### src/rtl/instr_encoder_pkg.sv
// rtl/instr_encoder_pkg.sv - shared types and field constants for the instruction encoder
package encoder_pkg;

    typedef enum logic [1:0] {
        OP_DP  = 2'b00,
        OP_MEM = 2'b01,
        OP_BR  = 2'b10,
        OP_ILL = 2'b11
    } OpKind;

    typedef enum logic [1:0] {
        ERR_BADOP = 2'b00,
        ERR_IMM   = 2'b01,
        ERR_RANGE = 2'b10,
        ERR_FULL  = 2'b11
    } ErrCode;

    typedef enum logic [1:0] {
        ST_IDLE,
        ST_SEARCH,
        ST_EMIT,
        ST_ERR
    } EncState;

    localparam logic [1:0] DP_CLASS  = 2'b00;
    localparam logic [1:0] MEM_CLASS = 2'b01;
    // Immediate offset, pre-indexed, add, word, no writeback; L is OR-ed into bit 0
    localparam logic [5:0] MEM_PUBW  = 6'b011000;
    localparam logic [3:0] BR_FIXED  = 4'b1010;

    typedef struct packed {
        logic [3:0]  cond;
        logic [3:0]  cmd;
        logic        sBit;
        logic [3:0]  rn;
        logic [3:0]  rd;
        logic [31:0] imm32;
    } DpFields;

    function automatic logic [31:0] encodeDp(input logic [3:0] cond, input logic immFlag,
                                             input logic [3:0] cmd, input logic sBit,
                                             input logic [3:0] rn, input logic [3:0] rd,
                                             input logic [11:0] src2);
        return {cond, DP_CLASS, immFlag, cmd, sBit, rn, rd, src2};
    endfunction

endpackage

### src/rtl/instr_encoder_if.sv
// rtl/instr_encoder_if.sv - loader field bundle plus instruction-memory write port
interface instr_encoder_if #(parameter int ADDR_W = 6);
    logic              in_valid;
    logic              in_ready;
    logic [1:0]        op;
    logic [3:0]        cmd;
    logic [3:0]        cond;
    logic              s_bit;
    logic              ld;
    logic              use_imm;
    logic [3:0]        rd;
    logic [3:0]        rn;
    logic [3:0]        rm;
    logic [31:0]       imm32;
    logic              wr_en;
    logic [ADDR_W-1:0] wr_addr;
    logic [31:0]       wr_data;
    logic              err;
    logic [1:0]        err_code;
    logic              full;

    modport master (
        output in_valid, op, cmd, cond, s_bit, ld, use_imm, rd, rn, rm, imm32,
        input  in_ready, wr_en, wr_addr, wr_data, err, err_code, full
    );

    modport slave (
        input  in_valid, op, cmd, cond, s_bit, ld, use_imm, rd, rn, rm, imm32,
        output in_ready, wr_en, wr_addr, wr_data, err, err_code, full
    );
endinterface

### src/rtl/instr_encoder_imm_rot_check.sv
// rtl/instr_encoder_imm_rot_check.sv - tests one even rotation of a DP immediate for an 8-bit fit
module imm_rot_check (
    input  logic [31:0] imm32,
    input  logic [3:0]  k,
    output logic        hit,
    output logic [7:0]  imm8
);
    logic [5:0]  shiftAmt;
    logic [31:0] rotated;

    // k=0 gives a 32-bit right shift, which yields zero and leaves the value unrotated
    assign shiftAmt = {1'b0, k, 1'b0};
    assign rotated  = (imm32 << shiftAmt) | (imm32 >> (6'd32 - shiftAmt));
    assign hit      = ~|rotated[31:8];
    assign imm8     = rotated[7:0];
endmodule

### src/rtl/instr_encoder.sv
// rtl/instr_encoder.sv - turns field bundles into ARM-subset words and writes them sequentially
module instr_encoder
    import encoder_pkg::*;
#(
    parameter int ADDR_W = 6
) (
    input logic             clk,
    input logic             reset_n,
    input logic             clear,
    instr_encoder_if.slave  bus
);

    EncState         state;
    DpFields         held;
    logic [3:0]      rotK;
    logic [ADDR_W:0] wrCount;
    logic            wrEnQ;
    logic [31:0]     wrDataQ;
    logic            errQ;
    ErrCode          errCodeQ;

    logic            immHit;
    logic [7:0]      immByte;

    EncState         acceptState;
    ErrCode          acceptCode;
    logic [31:0]     acceptWord;

    imm_rot_check u_rotCheck (
        .imm32 (held.imm32),
        .k     (rotK),
        .hit   (immHit),
        .imm8  (immByte)
    );

    assign bus.in_ready = (state == ST_IDLE) && !clear;
    assign bus.wr_en    = wrEnQ;
    assign bus.wr_data  = wrDataQ;
    assign bus.wr_addr  = wrCount[ADDR_W-1:0];
    assign bus.full     = wrCount[ADDR_W];
    assign bus.err      = errQ;
    assign bus.err_code = errCodeQ;

    // Routing decision for a bundle presented in IDLE, checks in priority order
    always_comb begin
        acceptState = ST_EMIT;
        acceptCode  = ERR_BADOP;
        acceptWord  = '0;
        if (wrCount[ADDR_W]) begin
            acceptState = ST_ERR;
            acceptCode  = ERR_FULL;
        end else begin
            case (OpKind'(bus.op))
                OP_DP: begin
                    if (bus.use_imm) begin
                        acceptState = ST_SEARCH;
                    end else begin
                        acceptWord = encodeDp(bus.cond, 1'b0, bus.cmd, bus.s_bit,
                                              bus.rn, bus.rd, {8'h00, bus.rm});
                    end
                end
                OP_MEM: begin
                    if (|bus.imm32[31:12]) begin
                        acceptState = ST_ERR;
                        acceptCode  = ERR_RANGE;
                    end else begin
                        acceptWord = {bus.cond, MEM_CLASS, MEM_PUBW | {5'b00000, bus.ld},
                                      bus.rn, bus.rd, bus.imm32[11:0]};
                    end
                end
                OP_BR: begin
                    // Upper nine bits must all equal the sign bit of the 24-bit offset
                    if ((|bus.imm32[31:23]) && !(&bus.imm32[31:23])) begin
                        acceptState = ST_ERR;
                        acceptCode  = ERR_RANGE;
                    end else begin
                        acceptWord = {bus.cond, BR_FIXED, bus.imm32[23:0]};
                    end
                end
                default: begin
                    acceptState = ST_ERR;
                    acceptCode  = ERR_BADOP;
                end
            endcase
        end
    end

    always_ff @(posedge clk) begin
        if (!reset_n) begin
            state    <= ST_IDLE;
            held     <= '0;
            rotK     <= '0;
            wrCount  <= '0;
            wrEnQ    <= 1'b0;
            wrDataQ  <= '0;
            errQ     <= 1'b0;
            errCodeQ <= ERR_BADOP;
        end else if (clear) begin
            state   <= ST_IDLE;
            rotK    <= '0;
            wrCount <= '0;
            wrEnQ   <= 1'b0;
            errQ    <= 1'b0;
        end else begin
            wrEnQ <= 1'b0;
            errQ  <= 1'b0;
            case (state)
                ST_IDLE: begin
                    if (bus.in_valid) begin
                        held  <= '{cond: bus.cond, cmd: bus.cmd, sBit: bus.s_bit,
                                   rn: bus.rn, rd: bus.rd, imm32: bus.imm32};
                        rotK  <= '0;
                        state <= acceptState;
                        if (acceptState == ST_EMIT) begin
                            wrEnQ   <= 1'b1;
                            wrDataQ <= acceptWord;
                        end else if (acceptState == ST_ERR) begin
                            errQ     <= 1'b1;
                            errCodeQ <= acceptCode;
                        end
                    end
                end
                ST_SEARCH: begin
                    if (immHit) begin
                        state   <= ST_EMIT;
                        wrEnQ   <= 1'b1;
                        wrDataQ <= encodeDp(held.cond, 1'b1, held.cmd, held.sBit,
                                            held.rn, held.rd, {rotK, immByte});
                    end else if (rotK == 4'd15) begin
                        state    <= ST_ERR;
                        errQ     <= 1'b1;
                        errCodeQ <= ERR_IMM;
                    end else begin
                        rotK <= rotK + 4'd1;
                    end
                end
                ST_EMIT: begin
                    wrCount <= wrCount + {{ADDR_W{1'b0}}, 1'b1};
                    state   <= ST_IDLE;
                end
                ST_ERR: begin
                    state <= ST_IDLE;
                end
                default: begin
                    state <= ST_IDLE;
                end
            endcase
        end
    end

endmodule

### src/flat_wrapper.sv
// flat-port wrapper written by rule: the top's interface ports become plain ports
module instr_encoder_flat import encoder_pkg::*;
#(
    parameter int ADDR_W = 6
)
  (clk, reset_n, clear, bus_in_valid, bus_op, bus_cmd, bus_cond, bus_s_bit, bus_ld, bus_use_imm, bus_rd, bus_rn, bus_rm, bus_imm32, bus_in_ready, bus_wr_en, bus_wr_addr, bus_wr_data, bus_err, bus_err_code, bus_full);
  instr_encoder_if #(.ADDR_W(ADDR_W)) bus_i ();
  input logic clk;
  input logic reset_n;
  input logic clear;
  input wire logic [$bits(bus_i.in_valid)-1:0] bus_in_valid;
  input wire logic [$bits(bus_i.op)-1:0] bus_op;
  input wire logic [$bits(bus_i.cmd)-1:0] bus_cmd;
  input wire logic [$bits(bus_i.cond)-1:0] bus_cond;
  input wire logic [$bits(bus_i.s_bit)-1:0] bus_s_bit;
  input wire logic [$bits(bus_i.ld)-1:0] bus_ld;
  input wire logic [$bits(bus_i.use_imm)-1:0] bus_use_imm;
  input wire logic [$bits(bus_i.rd)-1:0] bus_rd;
  input wire logic [$bits(bus_i.rn)-1:0] bus_rn;
  input wire logic [$bits(bus_i.rm)-1:0] bus_rm;
  input wire logic [$bits(bus_i.imm32)-1:0] bus_imm32;
  output wire logic [$bits(bus_i.in_ready)-1:0] bus_in_ready;
  output wire logic [$bits(bus_i.wr_en)-1:0] bus_wr_en;
  output wire logic [$bits(bus_i.wr_addr)-1:0] bus_wr_addr;
  output wire logic [$bits(bus_i.wr_data)-1:0] bus_wr_data;
  output wire logic [$bits(bus_i.err)-1:0] bus_err;
  output wire logic [$bits(bus_i.err_code)-1:0] bus_err_code;
  output wire logic [$bits(bus_i.full)-1:0] bus_full;
  assign bus_i.in_valid = bus_in_valid;
  assign bus_i.op = bus_op;
  assign bus_i.cmd = bus_cmd;
  assign bus_i.cond = bus_cond;
  assign bus_i.s_bit = bus_s_bit;
  assign bus_i.ld = bus_ld;
  assign bus_i.use_imm = bus_use_imm;
  assign bus_i.rd = bus_rd;
  assign bus_i.rn = bus_rn;
  assign bus_i.rm = bus_rm;
  assign bus_i.imm32 = bus_imm32;
  assign bus_in_ready = bus_i.in_ready;
  assign bus_wr_en = bus_i.wr_en;
  assign bus_wr_addr = bus_i.wr_addr;
  assign bus_wr_data = bus_i.wr_data;
  assign bus_err = bus_i.err;
  assign bus_err_code = bus_i.err_code;
  assign bus_full = bus_i.full;
  instr_encoder #(.ADDR_W(ADDR_W)) u_core (.clk(clk), .reset_n(reset_n), .clear(clear), .bus(bus_i));
endmodule
### config.mk
export PLATFORM = sky130hd
export DESIGN_NAME = instr_encoder_flat
export DESIGN_NICKNAME = d
export VERILOG_FILES = /design/src/rtl/instr_encoder_pkg.sv /design/src/rtl/instr_encoder_if.sv /design/src/rtl/instr_encoder_imm_rot_check.sv /design/src/rtl/instr_encoder.sv /design/src/flat_wrapper.sv
export SDC_FILE = /design/constraint.sdc
export NUM_CORES = 1
export LEC_CHECK = 0
export BUFFER_PORTS_ARGS = -buffer_cell sky130_fd_sc_hd__buf_2
export CORE_MARGIN = 5
export CORE_UTILIZATION = 63
export CTS_BUF_LIST = sky130_fd_sc_hd__clkbuf_2 sky130_fd_sc_hd__clkbuf_4 sky130_fd_sc_hd__clkbuf_8
export DETAILED_ROUTE_END_ITERATION = 10
export GPL_TIMING_DRIVEN = 0
export PLACE_DENSITY = 0.9
export RECOVER_POWER = 100
export SETUP_SLACK_MARGIN = 0.2
export SYNTH_ARGS = -nofsm -noshare
export SYNTH_HDL_FRONTEND = slang
export SYNTH_SLANG_ARGS = --single-unit
export TNS_END_PERCENT = 5
### constraint.sdc
create_clock -name clk -period 11.3 [get_ports clk]
set_input_delay 1.695 -clock clk [delete_from_list [all_inputs] [get_ports clk]]
set_output_delay 1.695 -clock clk [all_outputs]
set_load 0.01 [all_outputs]
* Yosys cells after proc, flatten, opt, wreduce, memory -nomap -nowiden
Cells that the tools add are included.
** Storage, ports and cells
- Register bits after elaboration :: 98
- Output and inout bits :: 44
** Operators by class
- Shift operators :: 2
- Bitwise gates (word level) :: 3
- Mux-type cells :: 42
- Add/sub/neg operators :: 3
- Equal/unequal tests :: 17
- Reductions and logical operators :: 18
** Operators by type and width (number)
- 32-bit two-way mux :: 7
- 32-bit case mux with 3 select lines :: 1
- 32-bit case mux with 2 select lines :: 1
- 32-bit OR :: 1
- 32-bit by 5-bit left shift with 32-bit output :: 1
- 32-bit by 6-bit right shift with 32-bit output :: 1
- 2-bit two-way mux :: 13
- 24-bit OR reduction :: 1
- 20-bit OR reduction :: 1
- 2-bit inequality test, second input constant :: 7
- 4-bit two-way mux :: 3
- 2-bit case mux with 3 select lines :: 2
- 2-bit == test, second input constant :: 5
- 1-bit two-way mux :: 10
- 9-bit AND reduction :: 1
- 9-bit OR reduction :: 1
- 2-bit case mux with 2 select lines :: 2
- 4-bit case mux with 2 select lines :: 1
- 7-bit by 1-bit adder with 7-bit output, second input constant :: 1
- 7-bit AND reduction :: 1
- 6-bit by 5-bit subtractor with 6-bit output, first input constant :: 1
- 5-bit AND reduction :: 1
- 4-bit by 1-bit adder with 4-bit output, second input constant :: 1
- 2-bit by 1-bit == test with 1-bit output, second input constant :: 2
- other kinds (13) :: 19

* Longest topological paths before layout
- Word-level depth :: 11
- Gate-level depth with buffers :: 14
- Gate-level depth less buffers :: 9

* Hierarchy
A second synthesis with hierarchy kept.
** Unflattened totals
- Cell total of the unflattened synthesis :: 743
- Area, all modules :: 6109.6 um^2
** By module, submodules not included
- instr_encoder :: cells an instance 510, area an instance 4344.2 um^2, times used 1
- imm_rot_check :: cells an instance 233, area an instance 1765.4 um^2, times used 1

* Least setup slack after synthesis
No wires, ideal clock.
- Path type :: flip-flop to flip-flop
- Start point :: register u_core.rotK[0]
- End point :: register u_core.wrDataQ[10] (netlist: u_core.bus.wr_data[10])
- Required time :: 11184 ps
- Arrival :: 3762 ps
- Setup time :: 116 ps
- Stages on the path, launching flop included :: 15
- Slack :: 7423 ps
- Cell sequence :: dfxtp_1 > buf_6 > clkbuf_1 > inv_2 > ha_1 > clkbuf_1 > buf_1 > mux4_2 > nor2_1 > nand4b_1 > maj3_2 > a2111oi_4 > o21ai_2 > buf_2 > a31o_1
** Between the ends
- Cells in the longest elaborated chain, start to end :: 6
- Elaborated cells between the ends (all ways) :: 7
- Classes of those cells :: add/sub (1); eq/ne (1); shift (2); bitwise (1); reduce/logical (2)
** RTL lines
- start, declared :: RTL line instr_encoder.sv:15 : logic [3:0] rotK;
- start signal, assigned :: RTL line instr_encoder.sv:134 : rotK <= rotK + 4'd1;
- 6-bit by 5-bit subtractor with 6-bit output :: RTL line instr_encoder_imm_rot_check.sv:13 : assign rotated = (imm32 << shiftAmt) | (imm32 >> (6'd32 - shiftAmt));
- 32-bit by 6-bit right shift with 32-bit output :: RTL line instr_encoder_imm_rot_check.sv:13
- 32-bit OR * :: RTL line instr_encoder_imm_rot_check.sv:13
- 24-bit OR reduction * :: RTL line instr_encoder_imm_rot_check.sv:14 : assign hit = ~|rotated[31:8];
- 2-bit inequality test (no line) *
- 5-bit AND reduction (no line) *
- end signal, assigned :: RTL line instr_encoder.sv:116 : wrDataQ <= acceptWord;
- end signal, assigned :: RTL line instr_encoder.sv:127 : wrDataQ <= encodeDp(held.cond, 1'b1, held.cmd, held.sBit,
- end, declared :: RTL line instr_encoder.sv:18 : logic [31:0] wrDataQ;
Mark *: on every way between the ends. The rest lies on a longest branch, timed or not.
A chain may end at the register's enable or synchronous reset.

* Worst setup path in the final report
- Start point :: register u_core.rotK[0]
- End point :: register u_core.wrDataQ[7] (netlist: u_core.bus.wr_data[7])
** Between the ends
- Cells in the longest elaborated chain, start to end :: 6
- Elaborated cells between the ends (all ways) :: 9
- Classes of those cells :: add/sub (1); eq/ne (1); shift (2); mux (2); bitwise (1); reduce/logical (2)
** RTL lines (RTL line)
- 6-bit by 5-bit subtractor with 6-bit output :: instr_encoder_imm_rot_check.sv:13
- 32-bit by 6-bit right shift with 32-bit output :: instr_encoder_imm_rot_check.sv:13
- 32-bit OR * :: instr_encoder_imm_rot_check.sv:13
- 24-bit OR reduction :: instr_encoder_imm_rot_check.sv:14
- 2-bit inequality test (no line)
- 5-bit AND reduction (no line)
Mark *: on every way between the ends. The rest lies on a longest branch, timed or not. The select of a mux whose other input is x is not followed.

==> impl_metrics.ini <==
[critical_path]
start_kind = register
crit_chain = clkbuf_1 -> clkbuf_1 -> inv_1 -> ha_1 -> clkbuf_1 -> clkbuf_1 -> mux4_2 -> nor2_1 -> nand4b_1 -> maj3_1 -> a2111oi_0 -> o21ai_0 -> clkbuf_1 -> mux2i_1
reg2reg_slack_ns = 3.63
cp_max_fo = 10
worstPathArrival_ns = 7.91
r2r_end = u_core.bus.wr_data[7]
r2r_cells = 14
r2r-start = u_core.rotK[0]
slowest_stage = a2111oi_0
cp-end-kind = register
endpoint = u_core.bus.wr_data[7]
critPathLaunch = u_core.rotK[0]
setup.worst_path.class = reg2reg
crit_top_cell = clkbuf_1
cp.required_ns = 11.53
slowest_delay_ns = 1.99

[finish]
antenna_cells = 0
final_nets = 963
fillers = 784
layout-drive-gt1-share = 0.124
areaGrowthSynthToFinish_pct = 13.3

[pwr]
vdd.ir_drop.worst_mv = 0.0906
leakage_nw = 2.54
p_per_area_nw_per_um2 = 109

[timing]
fin_ws_ns = 3.63
post-route-period-util = 0.679
skew_ns = 0.0146
grt_setup_unrepaired = no
tns_ns = 0
maxSlewViolCount = 10
final_hold_viol_count = 0
setup_violations = 0
min_period_ns = 7.67
slew_headroom = -0.713
max_freq_mhz = 130
tightest_slew_ns = 2.50

[synthesis]
ys.flop_type = dfxtp_1
yosys.area.top_type = dfxtp_1
ys_top_cells_by_area = dfxtp_1 (32%), nand2_1 (11%), mux4_2 (9.1%)
ys_warn_count = 0
syn_inst = 780
syn-num-nets = 848
ys_seq_elements = 98
synth.distinct_cells = 65
yosysMostFrequentCell = nand2_1
synth.yosys.seq_area_share = 0.316
async_flop_share = 0
synth_top_cell_area_share = 0.316
yosys-top-cells-count = nand2_1 (180), dfxtp_1 (98), a21oi_1 (77), clkbuf_1 (47), mux2i_1 (43)
synth_edf_count = 0
avgSynthCellArea_um2 = 7.96
synth_area_um2 = 6210

[place]
hpwlAfterDp_mm = 14.8
port_buffers = 104
place_ws_ns = 6.40
gp_routability_congestion = 0.999

[routing]
wirelength_mm = 20.0
drtIter0Drc = 864
postRouteAntennaNets = 0
first_pass_iters = 6
remaining_drc_errors = 0
routed_via_density = 6.56
dr_total_vias = 6779
wl_per_cell_um = 19.4

[floorplan]
std_cell_rows = 36
pin_count = 105
die_y_um = 109
core-area_um2 = 9680
die_width_um = 109
start_util = 0.641
dieArea_um2 = 11900

[clocking]
cts_buffer_depth = 2
htreeDepth = 3
clkTransAtPathRegs_ns = 0.10
clock_sinks = 98
postCtsHoldBufs = 0
insertion_delay_ns = 0.38
cts.repair.resized = 0
postCtsSetupBuffers = 0
cts_made_buffers = 9
cts_tree = built
root_buffer = clkbuf_8

[global_routing]
first_global_vias = 6363
antenna_found_initial = 0
grt_pass1_wl_mm = 31.8
grt_overflow = 0
grt_max_degree = 18
grt_use_total = 0.338

[status]
status = finished, violations left
failed_checks = max-capacitance violations, max-slew violations

[worst_hold_path]
min_path_type = reg2reg

[job]
cap_violations = 1
==> metrics by stage <==
stage	power (mW)	hold slack, ns	std cells	utilization	area (um2)
after CTS	0.764	0.462	1033	0.736	7130
after global placement	0.506	0.442	1017	0.712	6900
final	0.768	0.463	1033	0.727	7040
after floorplan	0.462	0.436	780	-	6210
after global routing	0.793	0.485	1033	0.727	7040
after detailed placement	0.509	0.448	1017	0.712	6900
==> final cells by class <==
type | count | area [um2] | area share
inverters | 23 | 86.3 | 0.0123
flip-flops and latches | 98 | 1960 | 0.279
repair buffers | 104 | 463 | 0.0658
plain buffers | 60 | 229 | 0.0325
clock buffers | 10 | 138 | 0.0196
clock inverters | 6 | 96.3 | 0.0137
well taps | 133 | 166 | 0.0236
multi-input cells | 599 | 3900 | 0.554
==> cell usage in the layout, fill, tap and decap left out, types with 8 or more instances in the layout <==
cell	count
nor4_1	11
o21ai_0	34
o22ai_1	9
buf_2	61
a22o_1	9
or3_1	8
nor2_1	34
mux2i_1	43
nor3_1	23
dfxtp_1	98
nand2b_1	8
mux4_2	25
a21oi_1	77
inv_1	22
clkbuf_1	99
nand2_1	180
nand3_1	11
clkbuf_8	10
nor3b_1	13
==> registers in the layout, indices dropped and copies added, names as in the netlist <==
signal               cells
u_core.held             49
u_core.bus.wr_data      32
u_core.wrCount           7
u_core.rotK              4
u_core.bus.err_code      2
u_core.state             2
u_core.bus.err           1
u_core.bus.wr_en         1
==> power breakdown <==
part           switching [mW]  total, mW  internal (mW)  leakage (nW)
combinational          0.0810      0.132         0.0515          1.63
sequential             0.0142      0.370          0.356         0.795
clock                   0.131      0.265          0.134         0.115
total                   0.227      0.768          0.541          2.54
==> layer usage <==
metal / GRT usage / vias up / wire [um]
met5: 0 / - / 0
met3: 0.0533 / 84 / 2240
met2: 0.532 / 488 / 9210
met1: 0.448 / 3143 / 7710
met4: 0.180 / 0 / 860
li1: - / 3064 / -
==> worst min-delay path by stage <==
stage                                from         endpoint  slack (ns)  depth (start not counted)
after floorplan           u_core.held[40]  u_core.held[40]        0.44                          2
after global placement    u_core.held[34]  u_core.held[34]        0.44                          2
after detailed placement  u_core.held[48]  u_core.held[48]        0.45                          2
after CTS                 u_core.held[48]  u_core.held[48]        0.46                          2
after global routing      u_core.held[39]  u_core.held[39]        0.49                          2
final                     u_core.held[48]  u_core.held[48]        0.46                          2
==> kinds of logic after synthesis <==
kind of cell | after synthesis | share of synthesized area
compound gates | 199 | 0.210
xor+xnor | 6 | 0.00846
fa+ha+maj | 8 | 0.0159
buf+inv | 83 | 0.0528
flops | 98 | 0.316
mux | 72 | 0.167
simple gates | 314 | 0.230
==> critical path: cells and delay by family, from the launching register on <==
kind / cells / cell delay, ns
compound gates: 2 / 2.61
fa+ha+maj: 2 / 0.84
buf+inv: 6 / 2.82
flops: 1 / 0.41
mux: 2 / 0.65
simple gates: 2 / 0.19
(Power assumes the default switching activity.)
